`src/rtl/decoder_pkg.sv`:
```
// decoder_pkg: shared widths, FSM states and the 3-to-8 decode function
package decoder_pkg;
    localparam int CODE_W = 3;
    localparam int OUT_W = 8;
    typedef enum logic {IDLE, DRIVE} state_t;
    function automatic logic [OUT_W-1:0] onehot3(input logic en, input logic [CODE_W-1:0] code);
        return en ? OUT_W'(1) << code : '0;
    endfunction
endpackage

```
`src/rtl/decoder_three_8_seq_if.sv`:
```
// decoder_three_8_seq_if: entry handshake plus decoded output bundle
interface decoder_three_8_seq_if #(parameter int DEPTH = 4);
    logic in_valid;
    logic in_ready;
    logic [2:0] in_code;
    logic in_en;
    logic [7:0] op;
    logic op_valid;
    logic busy;
    logic [$clog2(DEPTH):0] level;
    modport master (output in_valid, in_code, in_en, input in_ready, op, op_valid, busy, level);
    modport slave (input in_valid, in_code, in_en, output in_ready, op, op_valid, busy, level);
endinterface

```
`src/rtl/decoder_three_8_seq_sync_fifo.sv`:
```
// sync_fifo: power-of-2 FIFO with registered occupancy and combinational head read
module sync_fifo #(
    parameter int W = 4,
    parameter int DEPTH = 4
) (
    input  logic clk,
    input  logic rst,
    input  logic push,
    input  logic pop,
    input  logic [W-1:0] din,
    output logic [W-1:0] dout,
    output logic full,
    output logic empty,
    output logic [$clog2(DEPTH):0] level
);
    localparam int AW = $clog2(DEPTH);
    localparam int LW = AW + 1;
    logic [W-1:0] mem [DEPTH];
    logic [AW-1:0] wp, rp;
    assign dout = mem[rp];
    assign full = level == LW'(DEPTH);
    assign empty = level == '0;
    always_ff @(posedge clk) begin
        if (rst) begin
            wp <= '0;
            rp <= '0;
            level <= '0;
        end else begin
            if (push) begin
                mem[wp] <= din;
                wp <= wp + AW'(1);
            end
            if (pop) rp <= rp + AW'(1);
            level <= level + LW'(push) - LW'(pop);
        end
    end
endmodule

```
`src/rtl/decoder_three_8_seq.sv`:
```
// decoder_three_8_seq: queued 3-to-8 decoder holding each one-hot output for HOLD cycles
module decoder_three_8_seq import decoder_pkg::*; #(
    parameter int DEPTH = 4,
    parameter int HOLD = 3
) (
    input logic clk,
    input logic rst,
    decoder_three_8_seq_if.slave bus
);
    localparam int CW = HOLD > 1 ? $clog2(HOLD) : 1;
    state_t state, state_n;
    logic [CW-1:0] cnt, cnt_n;
    logic [OUT_W-1:0] op, op_n;
    logic op_valid, op_valid_n;
    logic push, pop, full, empty;
    logic [CODE_W:0] dout;
    assign bus.in_ready = !rst && !full;
    assign push = bus.in_valid && bus.in_ready;
    assign bus.op = op;
    assign bus.op_valid = op_valid;
    assign bus.busy = state == DRIVE || !empty;
    sync_fifo #(.W(CODE_W + 1), .DEPTH(DEPTH)) u_fifo (
        .clk(clk),
        .rst(rst),
        .push(push),
        .pop(pop),
        .din({bus.in_en, bus.in_code}),
        .dout(dout),
        .full(full),
        .empty(empty),
        .level(bus.level)
    );
    // a zero count in DRIVE means the current slot ends this cycle, so the next entry loads with no gap
    always_comb begin
        pop = !empty && (state == IDLE || cnt == '0);
        state_n = (pop || (state == DRIVE && cnt != '0)) ? DRIVE : IDLE;
        cnt_n = pop ? CW'(HOLD - 1) : (cnt != '0 ? cnt - CW'(1) : cnt);
        op_n = pop ? onehot3(dout[CODE_W], dout[CODE_W-1:0]) : (state_n == DRIVE ? op : '0);
        op_valid_n = state_n == DRIVE;
    end
    always_ff @(posedge clk) begin
        if (rst) begin
            state <= IDLE;
            cnt <= '0;
            op <= '0;
            op_valid <= 1'b0;
        end else begin
            state <= state_n;
            cnt <= cnt_n;
            op <= op_n;
            op_valid <= op_valid_n;
        end
    end
endmodule

```
`src/flat_wrapper.sv`:
```
// flat-port wrapper written by rule: the top's interface ports become plain ports
module decoder_three_8_seq_flat import decoder_pkg::*;
#(
    parameter int DEPTH = 4,
    parameter int HOLD = 3
)
  (clk, rst, bus_in_valid, bus_in_code, bus_in_en, bus_in_ready, bus_op, bus_op_valid, bus_busy, bus_level);
  decoder_three_8_seq_if #(.DEPTH(DEPTH)) bus_i ();
  input logic clk;
  input logic rst;
  input wire logic [$bits(bus_i.in_valid)-1:0] bus_in_valid;
  input wire logic [$bits(bus_i.in_code)-1:0] bus_in_code;
  input wire logic [$bits(bus_i.in_en)-1:0] bus_in_en;
  output wire logic [$bits(bus_i.in_ready)-1:0] bus_in_ready;
  output wire logic [$bits(bus_i.op)-1:0] bus_op;
  output wire logic [$bits(bus_i.op_valid)-1:0] bus_op_valid;
  output wire logic [$bits(bus_i.busy)-1:0] bus_busy;
  output wire logic [$bits(bus_i.level)-1:0] bus_level;
  assign bus_i.in_valid = bus_in_valid;
  assign bus_i.in_code = bus_in_code;
  assign bus_i.in_en = bus_in_en;
  assign bus_in_ready = bus_i.in_ready;
  assign bus_op = bus_i.op;
  assign bus_op_valid = bus_i.op_valid;
  assign bus_busy = bus_i.busy;
  assign bus_level = bus_i.level;
  decoder_three_8_seq #(.DEPTH(DEPTH), .HOLD(HOLD)) u_core (.clk(clk), .rst(rst), .bus(bus_i));
endmodule
```
`config.mk`:
```
export PLATFORM = sky130hd
export DESIGN_NAME = decoder_three_8_seq_flat
export DESIGN_NICKNAME = d
export VERILOG_FILES = /design/src/rtl/decoder_pkg.sv /design/src/rtl/decoder_three_8_seq_if.sv /design/src/rtl/decoder_three_8_seq_sync_fifo.sv /design/src/rtl/decoder_three_8_seq.sv /design/src/flat_wrapper.sv
export SDC_FILE = /design/constraint.sdc
export NUM_CORES = 1
export LEC_CHECK = 0
export ABC_AREA = 1
export BUFFER_PORTS_ARGS = -buffer_cell sky130_fd_sc_hd__buf_2
export CORE_UTILIZATION = 55
export CTS_BUF_LIST = sky130_fd_sc_hd__clkbuf_16
export DETAILED_ROUTE_END_ITERATION = 12
export PLACE_DENSITY = 0.77
export SYNTH_ARGS = -nofsm -noshare
export SYNTH_HDL_FRONTEND = slang
export SYNTH_HIERARCHICAL = 1
export SYNTH_SLANG_ARGS = --single-unit
```
`constraint.sdc`:
```
create_clock -name clk -period 3.1 [get_ports clk]
set_input_delay 0 -clock clk [delete_from_list [all_inputs] [get_ports clk]]
set_output_delay 0 -clock clk [all_outputs]
set_load 0.01 [all_outputs]
```
Word level (Yosys, flattened, before mapping)
Memory sizes are Yosys's and may differ from the RTL's. A register that Yosys moved wholly into a read port is not among the register bits.
Cells that the tools add are included.
{"block": "word_totals", "latchBits": 0, "n_memories": 1, "mem_bits_ro": 0, "out_inout_bits": 14, "word_cells": 43, "ram_bits": 16, "register_bits": 18, "in_bits": 7}
{"name": "u_core.u_fifo.mem", "words": 4, "word_bits": 4, "rd": 1, "rd_ports_with_merged_regs": 1, "write_ports": 1, "line_no": "decoder_three_8_seq_sync_fifo.sv:18", "rtl": "logic [W-1:0] mem [DEPTH];"}
{"block": "op_classes", "mux": 11, "magnitude_cmp": 0, "bitwise_logic": 1, "n_div": 0, "shift": 1, "mul": 0, "eq_ne": 2, "n_reduce_logical": 15, "n_addsub": 5}
{"cell": "two-way mux 8 bit", "n": 3}
{"cell": "two-way mux 2 bit", "n": 4}
{"cell": "<< shifter 1 x 3 -> 8 bit (first input constant)", "n": 1}
{"cell": "adder 2 x 1 -> 2 bit (second input constant)", "n": 2}
{"cell": "logical AND 1 bit", "n": 4}
{"cell": "two-way mux 1 bit", "n": 4}
{"cell": "nonzero test 2 bit", "n": 2}
{"cell": "adder 3 x 1 -> 3 bit", "n": 1}
{"cell": "== test 3 bit (second input constant)", "n": 1}
{"cell": "zero test 1 bit", "n": 3}
{"cell": "zero test 3 bit", "n": 1}
{"cell": "logical OR 1 bit", "n": 3}
{"cell": "subtractor 3 x 1 -> 3 bit", "n": 1}
{"cell": "zero test 2 bit", "n": 1}
{"cell": "inequality test 2 bit (second input constant)", "n": 1}
{"cell": "OR reduction 2 bit", "n": 1}
{"cell": "subtractor 2 x 1 -> 2 bit (second input constant)", "n": 1}
{"cell": "NOT 1 bit", "n": 1}

Longest topological paths before layout
Gate-level depths: netlist (run 1).
{"block": "depth", "ltp_word": 7, "ltp_mapped": 10, "ltp_nobuf": 10}

Cells and area by module
Netlist (run 1), hierarchy kept.
{"module": "sync_fifo", "area_each_um2": 1108.6, "n_inst": 1, "cells_each": 104}
{"module": "decoder_three_8_seq", "area_each_um2": 488.0, "n_inst": 1, "cells_each": 69}

Worst setup path before layout (run 1)
OpenSTA, ideal clock, no wires.
{"block": "synth_path", "path_kind": "reg2reg", "startpoint": "register u_core.u_fifo.level[1]", "endpoint": "register u_core.u_fifo.level[2]", "slack_ps": 1053, "setup_ps": 115, "n_path_buf": 0, "synth_period_minus_slack_ps": 2047, "t_required_ps": 2985, "t_arrival_ps": 1932, "path_stages_with_launch": 9, "path_cell_list": "dfxtp_1 -> nor3_1 -> nor2_4 -> ha_1 -> inv_1 -> ha_1 -> fa_1 -> a21oi_1 -> nor2_1"}
{"block": "synth_between", "elab_cells_between_ends": 9}
{"item": "start, declared", "line_no": "decoder_three_8_seq_sync_fifo.sv:14", "rtl": "output logic [$clog2(DEPTH):0] level"}
{"item": "start signal, assigned", "line_no": "decoder_three_8_seq_sync_fifo.sv:34", "rtl": "level <= level + LW'(push) - LW'(pop);"}
{"item": "zero test 3 bit", "line_no": "decoder_three_8_seq_sync_fifo.sv:22", "rtl": "assign empty = level == '0;"}
{"item": "named net u_core.empty", "line_no": "decoder_three_8_seq.sv:15", "rtl": "logic push, pop, full, empty;"}
{"item": "zero test 1 bit", "line_no": "decoder_three_8_seq.sv:35", "rtl": "pop = !empty && (state == IDLE || cnt == '0);"}
{"item": "logical AND 1 bit", "line_no": "decoder_three_8_seq.sv:35"}
{"item": "named net u_core.pop", "line_no": "decoder_three_8_seq.sv:15"}
{"item": "subtractor 3 x 1 -> 3 bit", "line_no": "decoder_three_8_seq_sync_fifo.sv:34"}
The timed path passes the listed nets, and every way through them passes these cells.
A chain may end at the register's enable or synchronous reset.

Final worst setup path (run 1)
Ends and elaborated chain as after synthesis.

==> metrics, run 1 <==
biggest fanout along the worst timing path 8; hold endpoint u_core/u_fifo/level[1]; worst r2r src u_core/u_fifo/level[1]; CTS Root Cell sky130_fd_sc_hd__clkbuf_16; post-synthesis instance total approximately 170; count of vias placed by the detailed router 1227; number of warnings printed during yosys synthesis 6; Tot GR Track Use about 22%; share of final-layout standard cells stronger than drive strength 1 between 10% and 20%; ports placed on the boundary 21; number of antenna repair diodes 0; Arrival @ worst endpoint roughly 2.4 ns; number of port buffers 20; number of clock sinks 36; total power density per cell area about 980 mW/mm²; count of pins over their slew limit 0; Syn Nets 187; Worst setup SP type flop; horizontal die dimension ~56 µm; worst clock skew on the final layout around 0.0048 ns; average wire per standard cell 13.0 µm; sequential cell fraction of total power between 30% and 40%; clock buffers created by TritonCTS 5; combinational share of power 28.9%; type of element capturing the critical path flop; Net Sw Frac 33.0%; iteration-0 DRC count of the detailed router 37; final hold violation count 0; die extent in y 55.9 µm; share of the clock period used by the worst path after layout around 70%; post-synth cell types 21; worst hold path class input pin to flop; Avg Inst Size Synth about 9.2 µm²; remaining global-route overflow 0; register-to-register path setup slack 0.89 ns; initial antenna violation count 0; TritonCTS clock tree yes; Post-Route Utilization between 70% and 80%; depth of the worst register-to-register path 8; max_slew headroom about three fifths; sequential fraction of the synthesis area 55.2%; die area approximately 0.0031 mm²; minimum period implied by the final worst setup slack roughly 2.2 ns; Hold Crit Start rst; combined area of all synthesized cells about 0.0016 mm²; total of flip-flops plus latches after synthesis 36; clock power share 36.3%; Final TNS setup 0 ns; largest net degree at the start of global routing 17; number of detailed-routing iterations run before antenna repair 5; worst r2r dst u_core/u_fifo/level[2]; Floorplan Core Area 0.00276 mm²; post-route ant nets 0; Finish-stage setup viols 0; net switching component of the power ~0.63 mW; Area growth syn-to-layout 22.0%; number of rows in the core area 19; sum of net half-perimeters after detailed placement 2040 µm; first-pass GRT wire length approximately 5000 µm; Max Freq roughly 0.45 GHz; max cap viols 0; Power, Total between 1.5 and 2 mW; cell-internal power between 1 and 1.5 mW; clock slew at the register clock pins of the worst setup and hold paths 0.05 ns; CTS Buffer Depth 2; commonest non-fill, non-tap cell in the layout sky130_fd_sc_hd__nand2_1; standby leakage power ~0.85 nW; H-Tree Level Count 2; via count of the first global-routing pass 1223; worst slack on hold paths between 0.05 and 0.06 ns; Final nets 214; required time worst endpoint 3.27 ns; insertion delay to the later sink of the worst-skew pair ~0.28 ns; slew at the pin closest to its max-slew limit 0.601 ns; highest-count cells in the layout ignoring fill and taps sky130_fd_sc_hd__nand2_1, sky130_fd_sc_hd__inv_1, sky130_fd_sc_hd__buf_2, sky130_fd_sc_hd__dfxtp_1, sky130_fd_sc_hd__a21oi_1; per-cell via count in the routed design 5.29; Total Routed Length between 3000 and 4000 µm; Routability Congestion 0.786; starting density of the core between 50 and 60%; cell count of the worst hold path 2; run status finished clean; DRC violation count after routing 0; unrepaired setup endpoints after global routing false; Worst Setup Path Type flop to flop; Max VDD drop roughly 1100 µV
-- cells in the mapped netlist, drive strengths merged --
library cell	number	area (µm²)
dfxtp	20	400
edfxtp	16	480
ha	6	75.1
inv	30	113
nand3	11	55.1
nand2	31	116
nor3b	1	7.51
o211ai	4	50.1
o21ai	9	48.8
nor3	2	10.0
nor2	20	92.6
clkbuf	1	3.75
a21oi	18	90.1
buf	3	33.8
fa	1	20.0
-- cells by family after synthesis --
group                    count (synthesis)  share of synthesized area [%]
flip-flops                              36                           55.2
AND/OR/NAND/NOR                         65                           17.6
AO/OA/AOI/OAI                           31                           11.8
adder cells (fa/ha/maj)                  7                           5.96
buffers and inverters                   34                           9.40
-- cell type report --
class	instances	area (µm²)
clock inverters	2	60.1
flip-flops and latches	36	881
fillers	194	810
multi-input cells	103	566
repair buffers	24	140
well taps	31	38.8
clock buffers	6	150
inverters	30	113
-- routing by layer --
layer | track usage (%) | up-vias | share of wire (%)
li1 | - | 608 | -
met1 | 23.2 | 569 | 42
met2 | 39.6 | 43 | 51
met3 | 6.51 | 7 | 4.3
met4 | 8.01 | 0 | 2.0
met5 | 0 | - | 0
-- through the flow --
stage | instance area (µm²) | instances | worst slack, ns
3_5_place_dp | 1700 | 220 | 0.929
5_1_grt | 1950 | 232 | 0.725
4_1_cts | 1950 | 232 | 0.882
2_1_floorplan | 1600 | 173 | 1.05
3_3_place_gp | 1700 | 220 | 1.02
6_report | 1950 | 232 | 0.893
-- worst max path at each step --
stage                            from                     end  slack [ns]  depth (start not counted)
6_report       u_core/u_fifo/level[1]  u_core/u_fifo/level[2]        0.89                          8
5_1_grt        u_core/u_fifo/level[1]  u_core/u_fifo/level[2]        0.72                          9
4_1_cts        u_core/u_fifo/level[1]  u_core/u_fifo/level[2]        0.88                          8
3_5_place_dp   u_core/u_fifo/level[1]  u_core/u_fifo/level[2]        0.93                          8
3_3_place_gp   u_core/u_fifo/level[1]  u_core/u_fifo/level[2]        1.02                          8
2_1_floorplan  u_core/u_fifo/level[1]  u_core/u_fifo/level[2]        1.05                          8
-- repair_timing --
item                                   4_1_cts  5_1_grt
gates resized for setup                      0        0
setup buffers                                0        0
hold buffers                                 4        0
endpoints found under the hold margin       16        0
-- power by group through the flow --
| stage | Clock (mW) | Combinational [mW] | Sequential, mW |
|---|---|---|---|
| final | 0.692 | 0.552 | 0.665 |
| after global routing | 0.719 | 0.628 | 0.676 |
| after CTS | 0.702 | 0.549 | 0.664 |
| after detailed placement | 0 | 0.533 | 0.671 |
| after global placement | 0 | 0.497 | 0.663 |
| after floorplan | 0 | 0.444 | 0.643 |
-- sequential cells by signal (all words and copies together) (netlist names), named ones only --
name / cells
u_core/state: 1
u_core/bus.op: 8
u_core/cnt: 2
u_core/u_fifo/level: 3
u_core/u_fifo/mem: 16
u_core/u_fifo/rp: 2
u_core/u_fifo/wp: 2
-- critical path, stage by stage, from the launching register on --
cell and delay (ns):
sky130_fd_sc_hd__dfxtp_1 0.33, sky130_fd_sc_hd__nor3_1 0.53, sky130_fd_sc_hd__nor2_4 0.14, sky130_fd_sc_hd__ha_1 0.31, sky130_fd_sc_hd__inv_1 0.04, sky130_fd_sc_hd__ha_1 0.18, sky130_fd_sc_hd__fa_1 0.39, sky130_fd_sc_hd__a21oi_1 0.13
sky130_fd_sc_hd__nor2_1 0.06
Note: power is estimated with default switching activity, not from simulation.
==> run 2, diff against run 1 <==
clock period = 2.3 ns   (was 3.1 ns; I/O delays follow)
==> run 2 against run 1 <==
  * Die area is the same
  * Sequential cell count is the same
  * Count of clock-buffer cells in the layout is the same
  * Worst hold slack lost 0.0040 ns
  * Register-to-register slack lost 0.53 ns
  * Largest power group is now sequential cells
==> metrics, run 2 (synthesis gave the netlist of run 1 again) <==
CTS Buffer Depth 2; required time worst endpoint roughly 2.5 ns; count of pins over their slew limit 0; biggest fanout along the worst timing path 9; Area growth syn-to-layout 19.2%; type of element capturing the critical path flop; non-filler instance count after layout between 200 and 250; number of port buffers 20; Routability Congestion approximately 0.74; max_slew headroom slightly above 60%; final hold violation count 0; unrepaired setup endpoints after global routing false; post-route ant nets 0; CP cell instances nor2_2 -> nor2_4 -> nor2_4 -> ha_1 -> inv_1 -> ha_1 -> fa_1 -> a21oi_1 -> nor2_1; commonest non-fill, non-tap cell in the layout sky130_fd_sc_hd__nand2_1; run status finished clean; clock buffers created by TritonCTS 5; Finish-stage setup viols 0; CTS Root Cell sky130_fd_sc_hd__clkbuf_16; cell total after placement 221; die extent in y about 56 µm; number of detailed-routing iterations run before antenna repair 5; Arrival @ worst endpoint 2.11 ns; register bank with the most flops u_core/u_fifo/mem; Max Freq ~0.52 GHz; number of buffers added for setup after CTS 0; share of final-layout standard cells stronger than drive strength 1 17.3%; clock slew at the register clock pins of the worst setup and hold paths approximately 0.050 ns; Worst setup SP type flop; Total Routed Length 2720 µm; share of the clock period used by the worst path after layout 84.2%; total power density per cell area between 1000 and 1500 mW/mm²; ports placed on the boundary 21; kind of cell with the highest combined delay on the critical path adder cells; starting density of the core 57.9%; via count of the first global-routing pass around 1100; remaining global-route overflow 0; Worst Setup Path Type flop to flop; largest net degree at the start of global routing 17; worst slack on hold paths around 0.055 ns; number of rows in the core area 19; average wire per standard cell 11.7 µm; highest-count cells in the layout ignoring fill and taps sky130_fd_sc_hd__nand2_1, sky130_fd_sc_hd__inv_1, sky130_fd_sc_hd__buf_2, sky130_fd_sc_hd__dfxtp_1, sky130_fd_sc_hd__a21oi_1; Max VDD drop around 1300 µV; initial antenna violation count 0; die area about 0.0031 mm²; Final nets 215; master of the slowest instance on the critical path sky130_fd_sc_hd__dfxtp_1; worst clock skew on the final layout between 0.005 and 0.006 ns; Post-Route Utilization slightly below 70%; iteration-0 DRC count of the detailed router 31; Floorplan Core Area around 0.0028 mm²; count of vias placed by the detailed router between 1000 and 1500; number of antenna repair diodes 0; max reg flops 16; per-cell via count in the routed design 5.17; H-Tree Level Count 2; TritonCTS clock tree yes; horizontal die dimension between 50 and 60 µm; sum of net half-perimeters after detailed placement ~1900 µm; Final TNS setup 0 ns; number of clock sinks 36; max cap viols 0; DRC violation count after routing 0; worst hold path class input pin to flop; stage delay of the slowest cell on the critical path approximately 0.4 ns; insertion delay to the later sink of the worst-skew pair roughly 0.28 ns; first-pass GRT wire length 4550 µm; biggest registers after layout u_core/u_fifo/mem: 16 flops, u_core/bus.op: 8 flops, u_core/u_fifo/level: 3 flops; minimum period implied by the final worst setup slack a little under 2 ns; standby leakage power about 0.83 nW; number of buffer and inverter instances along the worst setup path 1; slew at the pin closest to its max-slew limit roughly 0.58 ns; Tot GR Track Use a little under a fifth
run 2: metal layers:
| layer | part of all wire [%] | GRT usage (%) |
|---|---|---|
| met5 | 0 | 0 |
| met4 | 1.5 | 6.27 |
| met3 | 4.3 | 6.28 |
| met2 | 50 | 34.9 |
| met1 | 44 | 21.0 |
run 2: where the power goes:
| part | leakage (nW) | total, mW | internal, mW | switching [mW] |
|---|---|---|---|---|
| combinational | 0.447 | 0.723 | 0.275 | 0.448 |
| clock | 0.0771 | 0.690 | 0.459 | 0.232 |
| sequential | 0.309 | 0.893 | 0.772 | 0.121 |
| total | 0.832 | 2.31 | 1.51 | 0.801 |
run 2: repair_timing:
item | CTS | global route
endpoints found under the setup margin | 0 | 0
resized for setup | 0 | 0
hold endpoints to repair | 16 | 0
hold buffers | 4 | 0
run 2: final cells by class:
type	instances	area (µm²)
Clock buffer	6	150
Clock inverter	2	7.51
Fill cell	218	855
Inverter	30	113
Multi-Input combinational cell	103	566
Sequential cell	36	881
Tap cell	31	38.8
Timing Repair Buffer	25	148
run 2: worst paths after layout:
path / slack, ns / cells after the start / from / to
max: 0.36 / 9 / u_core/cnt[1] / u_core/u_fifo/level[2]
min: 0.05 / 2 / rst / u_core/u_fifo/level[1]
max reg2reg: 0.36 / 9 / u_core/cnt[1] / u_core/u_fifo/level[2]
min reg2reg: 0.46 / 2 / u_core/bus.op[0] / u_core/bus.op[0]
run 2: metrics by stage:
stage,total power [mW],setup slack [ns],area (µm²)
floorplan,1.46,0.253,1600
global route,2.47,0.218,1900
global placement,1.58,0.431,1710
detailed placement,1.61,0.372,1710
CTS,2.31,0.362,1900
finish,2.31,0.363,1900
==> run 3, diff against run 2 <==
ABC_AREA = 0   (was 1)
CORE_UTILIZATION = 50   (was 55)
PLACE_DENSITY = 0.74   (was 0.77)
clock period = 1.6 ns   (was 2.3 ns; I/O delays follow)
==> run 3 against run 2 <==
  * The run now ends with negative setup slack left
  * Synthesized cell count is 41% lower
  * Synthesized area fell by 6.7%
  * Maximum frequency grew 9.1%
  * Routed wire length is 0.44% lower
  * Power is 50% higher
  * Critical path type unchanged
  * Largest cell class unchanged
  * Highest routed layer unchanged
==> metrics, run 3 <==
run status finished with violations; max reg flops 16; per-cell via count in the routed design around 5.5; Arrival @ worst endpoint roughly 2.0 ns; share of the clock period used by the worst path after layout 111%; CP cell instances nor3_4 -> nor2_4 -> ha_4 -> inv_2 -> ha_2 -> fa_2 -> nor2b_1; combined area of all synthesized cells between 0.001 and 0.0015 mm²; number of rows in the core area 19; starting density of the core 53.5%; Max VDD drop around 1700 µV; Area growth syn-to-layout 30.7%; initial antenna violation count 0; cell total after placement between 150 and 200; slew at the pin closest to its max-slew limit just over 0.3 ns; required time worst endpoint 1.81 ns; hold endpoint u_core/u_fifo/level[0]; EDFF count, synth 16; net switching component of the power 0.998 mW; DRC violation count after routing 0; ranking of synthesized cells by area sky130_fd_sc_hd__edfxtp_1, sky130_fd_sc_hd__dfxtp_1, sky130_fd_sc_hd__mux4_1, sky130_fd_sc_hd__ha_1, sky130_fd_sc_hd__a32o_1; cell with the most instances after synthesis sky130_fd_sc_hd__dfxtp_1; combinational share of power 33.8%; insertion delay to the later sink of the worst-skew pair about 0.28 ns; master of the slowest instance on the critical path sky130_fd_sc_hd__fa_2; number of clock sinks 36; proportion of synthesized flip-flops having asynchronous set or reset 0%; first-pass GRT wire length 4550 µm; H-Tree Level Count 2; standby leakage power between 0.7 and 0.8 nW; stage delay of the slowest cell on the critical path approximately 0.51 ns; max cap viols 0; biggest registers after layout u_core/u_fifo/mem: 16 flops, u_core/bus.op: 8 flops, u_core/u_fifo/level: 3 flops; total of flip-flops plus latches after synthesis 36; average wire per standard cell 15.6 µm; commonest cells in the netlist sky130_fd_sc_hd__dfxtp_1, sky130_fd_sc_hd__edfxtp_1, sky130_fd_sc_hd__nor2_1; Routability Congestion roughly 0.75; Finish-stage setup viols 18; CTS Root Cell sky130_fd_sc_hd__clkbuf_16; number of detailed-routing iterations run before antenna repair 4; type of element capturing the critical path flop; die extent in y between 50 and 60 µm; worst r2r dst u_core/u_fifo/level[1]; via count of the first global-routing pass 1022; register-to-register path setup slack -0.18 ns; Floorplan Core Area 0.00278 mm²; share of final-layout standard cells stronger than drive strength 1 between 40% and 50%; sequential fraction of the synthesis area between 50% and 60%; clock slew at the register clock pins of the worst setup and hold paths ~0.050 ns; Power, Total between 3 and 4 mW; number of port buffers 20; number of warnings printed during yosys synthesis 6; minimum period implied by the final worst setup slack between 1.5 and 2 ns; Hold Crit Start rst; TritonCTS clock tree yes; Max Freq between 0.5 and 0.6 GHz; Avg Inst Size Synth ~15 µm²; Syn Nets 116; Post-Route Utilization a little over two thirds; worst hold path class input pin to flop; fraction of post-synthesis cell area in the top cell type by area about 32%; violations in the final reports negative setup slack; commonest non-fill, non-tap cell in the layout sky130_fd_sc_hd__buf_2; worst clock skew on the final layout ~0.0031 ns; total power density per cell area around 1800 mW/mm²; unrepaired setup endpoints after global routing true; Tot GR Track Use around a fifth; remaining global-route overflow 0; largest net degree at the start of global routing 18; area leader, netlist sky130_fd_sc_hd__edfxtp_1; cell-internal power 2.46 mW; register bank with the most flops u_core/u_fifo/mem; depth of the worst register-to-register path 7; die area between 0.003 and 0.004 mm²; Total Routed Length around 2700 µm; post-synth cell types 32; number of antenna repair diodes 0; post-route setup slack -0.176 ns; post-place setup slack -0.221 ns; horizontal die dimension roughly 57 µm; Net Sw Frac 28.9%; highest-count cells in the layout ignoring fill and taps sky130_fd_sc_hd__buf_2, sky130_fd_sc_hd__edfxtp_1, sky130_fd_sc_hd__dfxtp_1, sky130_fd_sc_hd__buf_4, sky130_fd_sc_hd__nor2_1; clock power share a little under a third; Final nets ~160; Worst setup SP type flop; iteration-0 DRC count of the detailed router 22; count of vias placed by the detailed router 953; cell count of the worst hold path 3; sequential cell fraction of total power ~36%; non-filler instance count after layout roughly 170; count of pins over their slew limit 0; clock buffers created by TritonCTS 5; max_slew headroom 79.1%; sum of net half-perimeters after detailed placement 1950 µm; flip-flop cell with the highest count after synthesis sky130_fd_sc_hd__dfxtp_1; biggest fanout along the worst timing path 3; final hold violation count 0; worst r2r src u_core/u_fifo/level[1]; Worst Setup Path Type flop to flop; post-route ant nets 0; CTS Buffer Depth 2; ports placed on the boundary 21; post-synthesis instance total about 100
-- run 3: changes by cell type after synthesis, sizes merged, moves of 5 or more --
cell   previous run  this run
a21oi            18         2
nor2             20        10
inv              30         7
nand3            11         0
o21ai             9         1
nand2            31         0
and2              0         5
-- run 3: repair_timing --
item,4_1_cts,5_1_grt
resized for setup,9,1
setup buffers,0,1
hold buffers,4,0
pin swaps,2,7
endpoints found under the setup margin,26,24
endpoints found under the hold margin,16,0
-- run 3: per-layer routing --
metal	up-vias	share of wire, %	global-route usage [%]
met5	-	0	0
met4	0	0.52	6.97
met3	2	5.0	8.99
met2	25	56	36.3
met1	473	38	19.6
li1	453	-	-
-- run 3: kinds of logic (layout without fill, tap and decap cells) --
| kind of cell | after synthesis | after routing | synth area share, % |
|---|---|---|---|
| compound gates | 14 | 14 | 7.90 |
| buf+inv | 9 | 50 | 2.86 |
| fa+ha+maj | 7 | 7 | 6.39 |
| simple gates | 28 | 28 | 13.2 |
| flops | 36 | 36 | 59.2 |
| mux | 5 | 5 | 7.73 |
| xor+xnor | 3 | 3 | 2.77 |
-- run 3: cell type report --
class	instances	area [µm²]
Inverter	7	26.3
Clock buffer	5	125
Clock inverter	3	37.5
Timing Repair Buffer	35	223
Fill cell	200	836
Multi-Input combinational cell	57	603
Sequential cell	36	892
Tap cell	31	38.8
-- run 3: worst max-delay path by stage --
stage | startpoint | end | depth (start not counted)
3_5_place_dp | u_core/state | u_core/u_fifo/level[1] | 7
6_report | u_core/u_fifo/level[1] | u_core/u_fifo/level[1] | 7
3_3_place_gp | u_core/u_fifo/level[0] | u_core/u_fifo/level[1] | 7
4_1_cts | u_core/u_fifo/level[1] | u_core/u_fifo/level[1] | 7
5_1_grt | u_core/u_fifo/level[1] | u_core/u_fifo/level[1] | 7
2_1_floorplan | u_core/u_fifo/level[0] | u_core/u_fifo/level[1] | 7
-- run 3: critical path: cells and delay by family, from the launching register on --
family,cells,cell delay [ns]
and+or+nand+nor,3,0.41
DFF,1,0.34
adders and majority gates,3,0.93
buffers and inverters,1,0.03
-- run 3: power by group through the flow --
stage	clock network (mW)	registers, mW	logic, mW
finish	1.05	1.23	1.17
global route	1.12	1.26	1.28
CTS	1.08	1.24	1.16
detailed placement	0	1.24	1.08
global placement	0	1.23	1.00
floorplan	0	1.25	0.677
-- run 3: metrics by stage --
stage	hold slack [ns]	instance area, µm²	TNS [ns]
6_report	0.151	1950	-1.23
5_1_grt	0.161	1950	-3.04
4_1_cts	0.140	1940	-1.75
3_5_place_dp	0.228	1720	-1.93
3_3_place_gp	0.210	1720	-1.24
2_1_floorplan	0.0989	1530	-1.74
